File: config.mk
export PLATFORM = sky130hd
export DESIGN_NAME = mips_alu_mc
export DESIGN_NICKNAME = d
export VERILOG_FILES = /design/src/rtl/mips_alu_mc.sv
export SDC_FILE = /design/constraint.sdc
export NUM_CORES = 1
export LEC_CHECK = 0
export BUFFER_PORTS_ARGS = -buffer_cell sky130_fd_sc_hd__buf_2
export CAP_MARGIN = 20
export CORE_MARGIN = 5
export CORE_UTILIZATION = 40
export CTS_CLUSTER_SIZE = 25
export DETAILED_ROUTE_END_ITERATION = 7
export PLACE_DENSITY = 0.56
export SLEW_MARGIN = 20
export SYNTH_ARGS = -nofsm -noshare
export SYNTH_HDL_FRONTEND = slang
export SYNTH_SLANG_ARGS = --single-unit
File: constraint.sdc
create_clock -name clk -period 8.8 [get_ports clk]
set_input_delay 1.76 -clock clk [delete_from_list [all_inputs] [get_ports clk]]
set_output_delay 1.76 -clock clk [all_outputs]
set_load 0.02 [all_outputs]
File: src/rtl/mips_alu_mc.sv
// mips_alu_mc: multi-cycle MIPS-style ALU with a valid/ready handshake on
// both sides. Logic/arithmetic/shift/compare ops finish in one cycle; MUL,
// DIVU and REMU run a bit-serial engine for exactly WIDTH iterations.
// The IDLE/BUSY/DONE FSM owns every output, and all outputs are registered.

module mips_alu_mc #(
    parameter int WIDTH = 32,
    parameter int SHW   = $clog2(WIDTH)
) (
    input  logic             clk,
    input  logic             rst_n,
    input  logic             in_valid,
    output logic             in_ready,
    input  logic [WIDTH-1:0] rs,
    input  logic [WIDTH-1:0] rt,
    input  logic [3:0]       op,
    output logic             out_valid,
    input  logic             out_ready,
    output logic [WIDTH-1:0] aluresult,
    output logic             zero,
    output logic             ovf,
    output logic             err
);

    // ------------------------------------------------------------------
    // Opcode map
    // ------------------------------------------------------------------
    localparam logic [3:0] OP_AND  = 4'b0000;
    localparam logic [3:0] OP_OR   = 4'b0001;
    localparam logic [3:0] OP_ADD  = 4'b0010;
    localparam logic [3:0] OP_SUB  = 4'b0011;
    localparam logic [3:0] OP_SLT  = 4'b0100;
    localparam logic [3:0] OP_SLTU = 4'b0101;
    localparam logic [3:0] OP_XOR  = 4'b0110;
    localparam logic [3:0] OP_NOR  = 4'b0111;
    localparam logic [3:0] OP_SLL  = 4'b1000;
    localparam logic [3:0] OP_SRL  = 4'b1001;
    localparam logic [3:0] OP_SRA  = 4'b1010;
    localparam logic [3:0] OP_MUL  = 4'b1011;
    localparam logic [3:0] OP_DIVU = 4'b1100;
    localparam logic [3:0] OP_REMU = 4'b1101;

    // Counter value of the final engine iteration.
    localparam logic [SHW-1:0] CNT_LAST = SHW'(WIDTH - 1);
    localparam logic [SHW-1:0] CNT_ONE  = SHW'(1);

    typedef enum logic [1:0] {
        S_IDLE = 2'b00,
        S_BUSY = 2'b01,
        S_DONE = 2'b10
    } state_t;

    // Result bundle produced by the single-cycle datapath.
    typedef struct packed {
        logic [WIDTH-1:0] res;
        logic             ovf;
        logic             err;
    } sc_t;

    // ------------------------------------------------------------------
    // Helper functions
    // ------------------------------------------------------------------

    // True for the opcodes handled by the iterative engine.
    function automatic logic is_multi(input logic [3:0] f_op);
        logic m;
        case (f_op)
            OP_MUL, OP_DIVU, OP_REMU: m = 1'b1;
            default:                  m = 1'b0;
        endcase
        return m;
    endfunction

    // Whole single-cycle ALU; illegal opcodes return zero with err set.
    function automatic sc_t alu_single(input logic [3:0]       f_op,
                                       input logic [WIDTH-1:0] f_a,
                                       input logic [WIDTH-1:0] f_b);
        sc_t              r;
        logic [WIDTH-1:0] sum;
        logic [WIDTH-1:0] dif;
        logic [SHW-1:0]   sh;
        r   = '0;
        sum = f_a + f_b;
        dif = f_a - f_b;
        sh  = f_b[SHW-1:0];
        case (f_op)
            OP_AND:  r.res = f_a & f_b;
            OP_OR:   r.res = f_a | f_b;
            OP_ADD: begin
                r.res = sum;
                r.ovf = (f_a[WIDTH-1] == f_b[WIDTH-1]) &&
                        (sum[WIDTH-1] != f_a[WIDTH-1]);
            end
            OP_SUB: begin
                r.res = dif;
                r.ovf = (f_a[WIDTH-1] != f_b[WIDTH-1]) &&
                        (dif[WIDTH-1] != f_a[WIDTH-1]);
            end
            OP_SLT:  r.res = {{(WIDTH-1){1'b0}}, ($signed(f_a) < $signed(f_b))};
            OP_SLTU: r.res = {{(WIDTH-1){1'b0}}, (f_a < f_b)};
            OP_XOR:  r.res = f_a ^ f_b;
            OP_NOR:  r.res = ~(f_a | f_b);
            OP_SLL:  r.res = f_a << sh;
            OP_SRL:  r.res = f_a >> sh;
            OP_SRA:  r.res = WIDTH'($signed(f_a) >>> sh);
            default: begin
                r.res = '0;
                r.err = 1'b1;
            end
        endcase
        return r;
    endfunction

    // ------------------------------------------------------------------
    // State
    // ------------------------------------------------------------------
    state_t           state_r;
    logic [SHW-1:0]   cnt_r;
    logic [3:0]       op_r;
    logic [WIDTH-1:0] a_r;        // MUL: shifted multiplicand, DIV: dividend/quotient
    logic [WIDTH-1:0] b_r;        // MUL: shifted multiplier,   DIV: divisor
    logic [WIDTH-1:0] acc_r;      // MUL: partial product,      DIV: partial remainder
    logic             in_ready_r;
    logic             out_valid_r;
    logic [WIDTH-1:0] aluresult_r;
    logic             zero_r;
    logic             ovf_r;
    logic             err_r;

    // ------------------------------------------------------------------
    // Combinational datapaths
    // ------------------------------------------------------------------
    sc_t              sc_s;
    logic [WIDTH-1:0] mul_acc_nx_s;
    logic [WIDTH:0]   rem_shift_s;
    logic [WIDTH:0]   rem_sub_s;
    logic             div_ge_s;
    logic [WIDTH-1:0] rem_nx_s;
    logic [WIDTH-1:0] quo_nx_s;
    logic [WIDTH-1:0] mc_res_s;
    logic             mc_err_s;

    // Single-cycle result straight from the input bundle, loaded on accept.
    always_comb begin
        sc_s = alu_single(op, rs, rt);
    end

    // One engine step: shift-add for MUL, restoring step for DIVU/REMU.
    // A zero divisor always passes the trial subtraction, which yields an
    // all-ones quotient and leaves the dividend as the remainder.
    always_comb begin
        if (b_r[0]) begin
            mul_acc_nx_s = acc_r + a_r;
        end else begin
            mul_acc_nx_s = acc_r;
        end
        rem_shift_s = {acc_r, a_r[WIDTH-1]};
        rem_sub_s   = rem_shift_s - {1'b0, b_r};
        div_ge_s    = (rem_shift_s >= {1'b0, b_r});
        if (div_ge_s) begin
            rem_nx_s = rem_sub_s[WIDTH-1:0];
        end else begin
            rem_nx_s = rem_shift_s[WIDTH-1:0];
        end
        quo_nx_s = {a_r[WIDTH-2:0], div_ge_s};
    end

    // Final engine result, valid on the last iteration.
    always_comb begin
        case (op_r)
            OP_MUL:  mc_res_s = mul_acc_nx_s;
            OP_DIVU: mc_res_s = quo_nx_s;
            OP_REMU: mc_res_s = rem_nx_s;
            default: mc_res_s = '0;
        endcase
        if ((op_r == OP_DIVU) || (op_r == OP_REMU)) begin
            mc_err_s = (b_r == '0);
        end else begin
            mc_err_s = 1'b0;
        end
    end

    // ------------------------------------------------------------------
    // Control FSM, engine registers and registered outputs
    // ------------------------------------------------------------------

    // FSM: accept in IDLE, iterate in BUSY, hold the result in DONE.
    always_ff @(posedge clk or negedge rst_n) begin
        if (!rst_n) begin
            state_r     <= S_IDLE;
            cnt_r       <= '0;
            op_r        <= 4'b0000;
            a_r         <= '0;
            b_r         <= '0;
            acc_r       <= '0;
            in_ready_r  <= 1'b1;
            out_valid_r <= 1'b0;
            aluresult_r <= '0;
            zero_r      <= 1'b0;
            ovf_r       <= 1'b0;
            err_r       <= 1'b0;
        end else begin
            case (state_r)
                S_IDLE: begin
                    if (in_valid) begin
                        op_r       <= op;
                        a_r        <= rs;
                        b_r        <= rt;
                        acc_r      <= '0;
                        cnt_r      <= '0;
                        in_ready_r <= 1'b0;
                        if (is_multi(op)) begin
                            state_r <= S_BUSY;
                        end else begin
                            state_r     <= S_DONE;
                            out_valid_r <= 1'b1;
                            aluresult_r <= sc_s.res;
                            zero_r      <= (sc_s.res == '0);
                            ovf_r       <= sc_s.ovf;
                            err_r       <= sc_s.err;
                        end
                    end
                end
                S_BUSY: begin
                    if (op_r == OP_MUL) begin
                        acc_r <= mul_acc_nx_s;
                        a_r   <= {a_r[WIDTH-2:0], 1'b0};
                        b_r   <= {1'b0, b_r[WIDTH-1:1]};
                    end else begin
                        acc_r <= rem_nx_s;
                        a_r   <= quo_nx_s;
                    end
                    if (cnt_r == CNT_LAST) begin
                        cnt_r       <= '0;
                        state_r     <= S_DONE;
                        out_valid_r <= 1'b1;
                        aluresult_r <= mc_res_s;
                        zero_r      <= (mc_res_s == '0);
                        ovf_r       <= 1'b0;
                        err_r       <= mc_err_s;
                    end else begin
                        cnt_r <= cnt_r + CNT_ONE;
                    end
                end
                S_DONE: begin
                    if (out_ready) begin
                        state_r     <= S_IDLE;
                        in_ready_r  <= 1'b1;
                        out_valid_r <= 1'b0;
                        aluresult_r <= '0;
                        zero_r      <= 1'b0;
                        ovf_r       <= 1'b0;
                        err_r       <= 1'b0;
                    end
                end
                default: begin
                    state_r     <= S_IDLE;
                    cnt_r       <= '0;
                    in_ready_r  <= 1'b1;
                    out_valid_r <= 1'b0;
                    aluresult_r <= '0;
                    zero_r      <= 1'b0;
                    ovf_r       <= 1'b0;
                    err_r       <= 1'b0;
                end
            endcase
        end
    end

    assign in_ready  = in_ready_r;
    assign out_valid = out_valid_r;
    assign aluresult = aluresult_r;
    assign zero      = zero_r;
    assign ovf       = ovf_r;
    assign err       = err_r;

endmodule

==> metrics <==
register clock-pin slew on the reported worst setup and hold paths 0.08 ns; worst-margin pin slew 1.12 ns; post-synthesis cell count 3,077; layout cells sized above 1 11.4%; # diodes 0; Yosys reg bits 144; max-cap viol count 0; top-count cell post-synth nand2_1; R2R cell count 15; WP data arrival 6.74 ns; Die Y 247 um; placed instance area 0.0234 mm^2; crit-path max FO 47; final non-filler cell total 3,770; CP required 9.18 ns; initial core utilization 40.6%; placed instance count 3,737; post-layout util 43.3%; Total Power 5.25 mW; ys async rst share 100%; TritonCTS clock tree built; core box area 0.0554 mm^2; commonest cells in the synthesized netlist nand2_1, nor2_1, a21oi_1; Worst setup EP type register; power density cells 219 mW/mm^2; worst vdd ir 0.134 mV; gr usage total 37.1%; Synth cell types 100; synthesized cell area 0.0225 mm^2; area share of the largest cell type after synthesis 15.9%; TNS Setup 0 ns; f_max 0.157 GHz; clk_lat worst skew 0.45 ns; setup bufs post-CTS 0; Area growth, synth to finish 6.86%; aggregate global routing overflow 0; antenna violations before repair 4; drt initial violations 3,064; Setup violations, final 0; Post-DRT Antenna Nets 0; number of detailed-route iterations in the first pass 6; clock skew 0.0129 ns; EDFF count, synth 0; Remaining DRCs 0; top area cells in the synthesized netlist dfrtp_1, ha_1, nand2_1, mux4_2, a21oi_1; RSZ-0062 raised after global routing no; CTS Buffer Depth 2; Setup crit end zero; post-DP HPWL 91.3 mm; final worst-path cycle share 72.3%; Mapped Avg Cell Area 7.30 um^2; post-DR wirelength/cell 31.2 um; Pleak 10.3 nW; total number of vias 25,800; Hold Crit Class register to register; Die X-Extent 247 um; Final Cell Area 0.0240 mm^2; Routed Wire Length 118 mm; CTS Buf Count 17; Hold Vio Cnt, Final 0; Worst slew margin 25.3%; outcome completed; Critical R2R Capture zero; cell breakdown of the critical path buf_4, inv_1, ha_1, a21o_1, a2111o_1, a31o_2, a21oi_2, o211ai_1, a221o_1, a211o_1, a21o_1, a221o_1, a21oi_1, nand2_1, o211ai_2; # IOs 109; sequential area share after synthesis 16.0%; yosys warns 0; CTS H-tree depth 4; Worst Setup SP rt[1]; Main synth FF type dfrtp_1; max incr delay on CP 0.61 ns; CP Launch Type primary input; PostCTS Resize Cnt 0; Crit Path Class primary input to register; CTS Hold Bufs 0; Sink Count 144; GPL Wtd Cong 1.03; vias per cell 6.84; first-pass GRT wire length 170 mm; Register-to-Register Setup Slack 3.03 ns; critical path's slowest cell inv_1; crit path time final 6.36 ns; DIE AREA 0.0610 mm^2; Slew Viols, Final 0; Root Driver clkbuf_16; Reg2Reg Launch Point b_r[21]; fin nets 3,252; cell row count 86; leading area contributor after synthesis dfrtp_1; Syn Nets 3,320; vias in the first global route 24,500; largest net degree at the start of global routing 91; port bufs 108
-- area by class of cell --
class	count	area, um^2
Timing Repair Buffer	164	972
Fill cell	5856	31400
Tap cell	748	936
Multi-Input combinational cell	2511	17300
Clock buffer	18	439
Inverter	171	642
Clock inverter	14	125
Sequential cell	144	3610
-- state kept, by name, indices dropped and copies added, names as in the netlist --
signal	count
ovf	1
in_ready	1
acc_r	32
b_r	32
err	1
aluresult	32
zero	1
a_r	32
state_r	2
op_r	4
out_valid	1
cnt_r	5
-- placed cells by master, fill, tap and decap left out, drive strengths merged, types with 63 or more instances in the layout --
master	n
nand2	408
dfrtp	143
a31oi	89
ha	167
o21ai	223
mux4	63
nor2	284
inv	176
mux2i	77
a21oi	236
buf	163
-- layer usage --
layer  routed length [um]  vias to the layer above  GRT usage (%)
li1                     -                    11300              -
met1                47000                    12600           48.6
met2                52900                     1533           59.5
met3                10100                      317           5.40
met4                 7490                        4           19.7
met5                   27                        -              0
-- stage by stage --
| stage | setup WS (ns) | hold slack [ns] |
|---|---|---|
| 2_1_floorplan | 2.98 | 0.473 |
| 3_3_place_gp | 2.16 | 0.462 |
| 3_5_place_dp | 2.09 | 0.462 |
| 4_1_cts | 2.56 | 0.481 |
| 5_1_grt | 2.10 | 0.509 |
| 6_report | 2.44 | 0.485 |
-- worst min-delay path by stage --
| stage | startpoint | end | slack [ns] | cells after the start |
|---|---|---|---|---|
| 2_1_floorplan | cnt_r[4] | cnt_r[4] | 0.47 | 1 |
| 3_3_place_gp | out_valid | out_valid | 0.46 | 2 |
| 3_5_place_dp | out_valid | out_valid | 0.46 | 2 |
| 4_1_cts | out_valid | out_valid | 0.48 | 2 |
| 5_1_grt | aluresult[7] | aluresult[7] | 0.51 | 2 |
| 6_report | out_valid | out_valid | 0.49 | 2 |
-- power breakdown --
group          switching, mW  internal, mW  total (mW)
Sequential             0.345         0.910        1.25
Combinational           2.19          1.07        3.27
Clock                  0.351         0.379       0.730
-- worst max-delay path: cells and delay by family --
family / cells / cell delay (ns)
compound gates: 11 / 3.19
buf+inv: 2 / 1.11
simple gates: 1 / 0.11
fa+ha+maj: 1 / 0.52
-- kinds of logic after synthesis --
family / after synthesis / synth area share, %
fa+ha+maj: 171 / 9.65
buf+inv: 422 / 7.60
simple gates: 1056 / 21.7
compound gates: 1058 / 31.4
xor+xnor: 53 / 2.07
mux: 173 / 11.5
flops: 144 / 16.0
No activity file was read; power rests on OpenSTA's default activity.
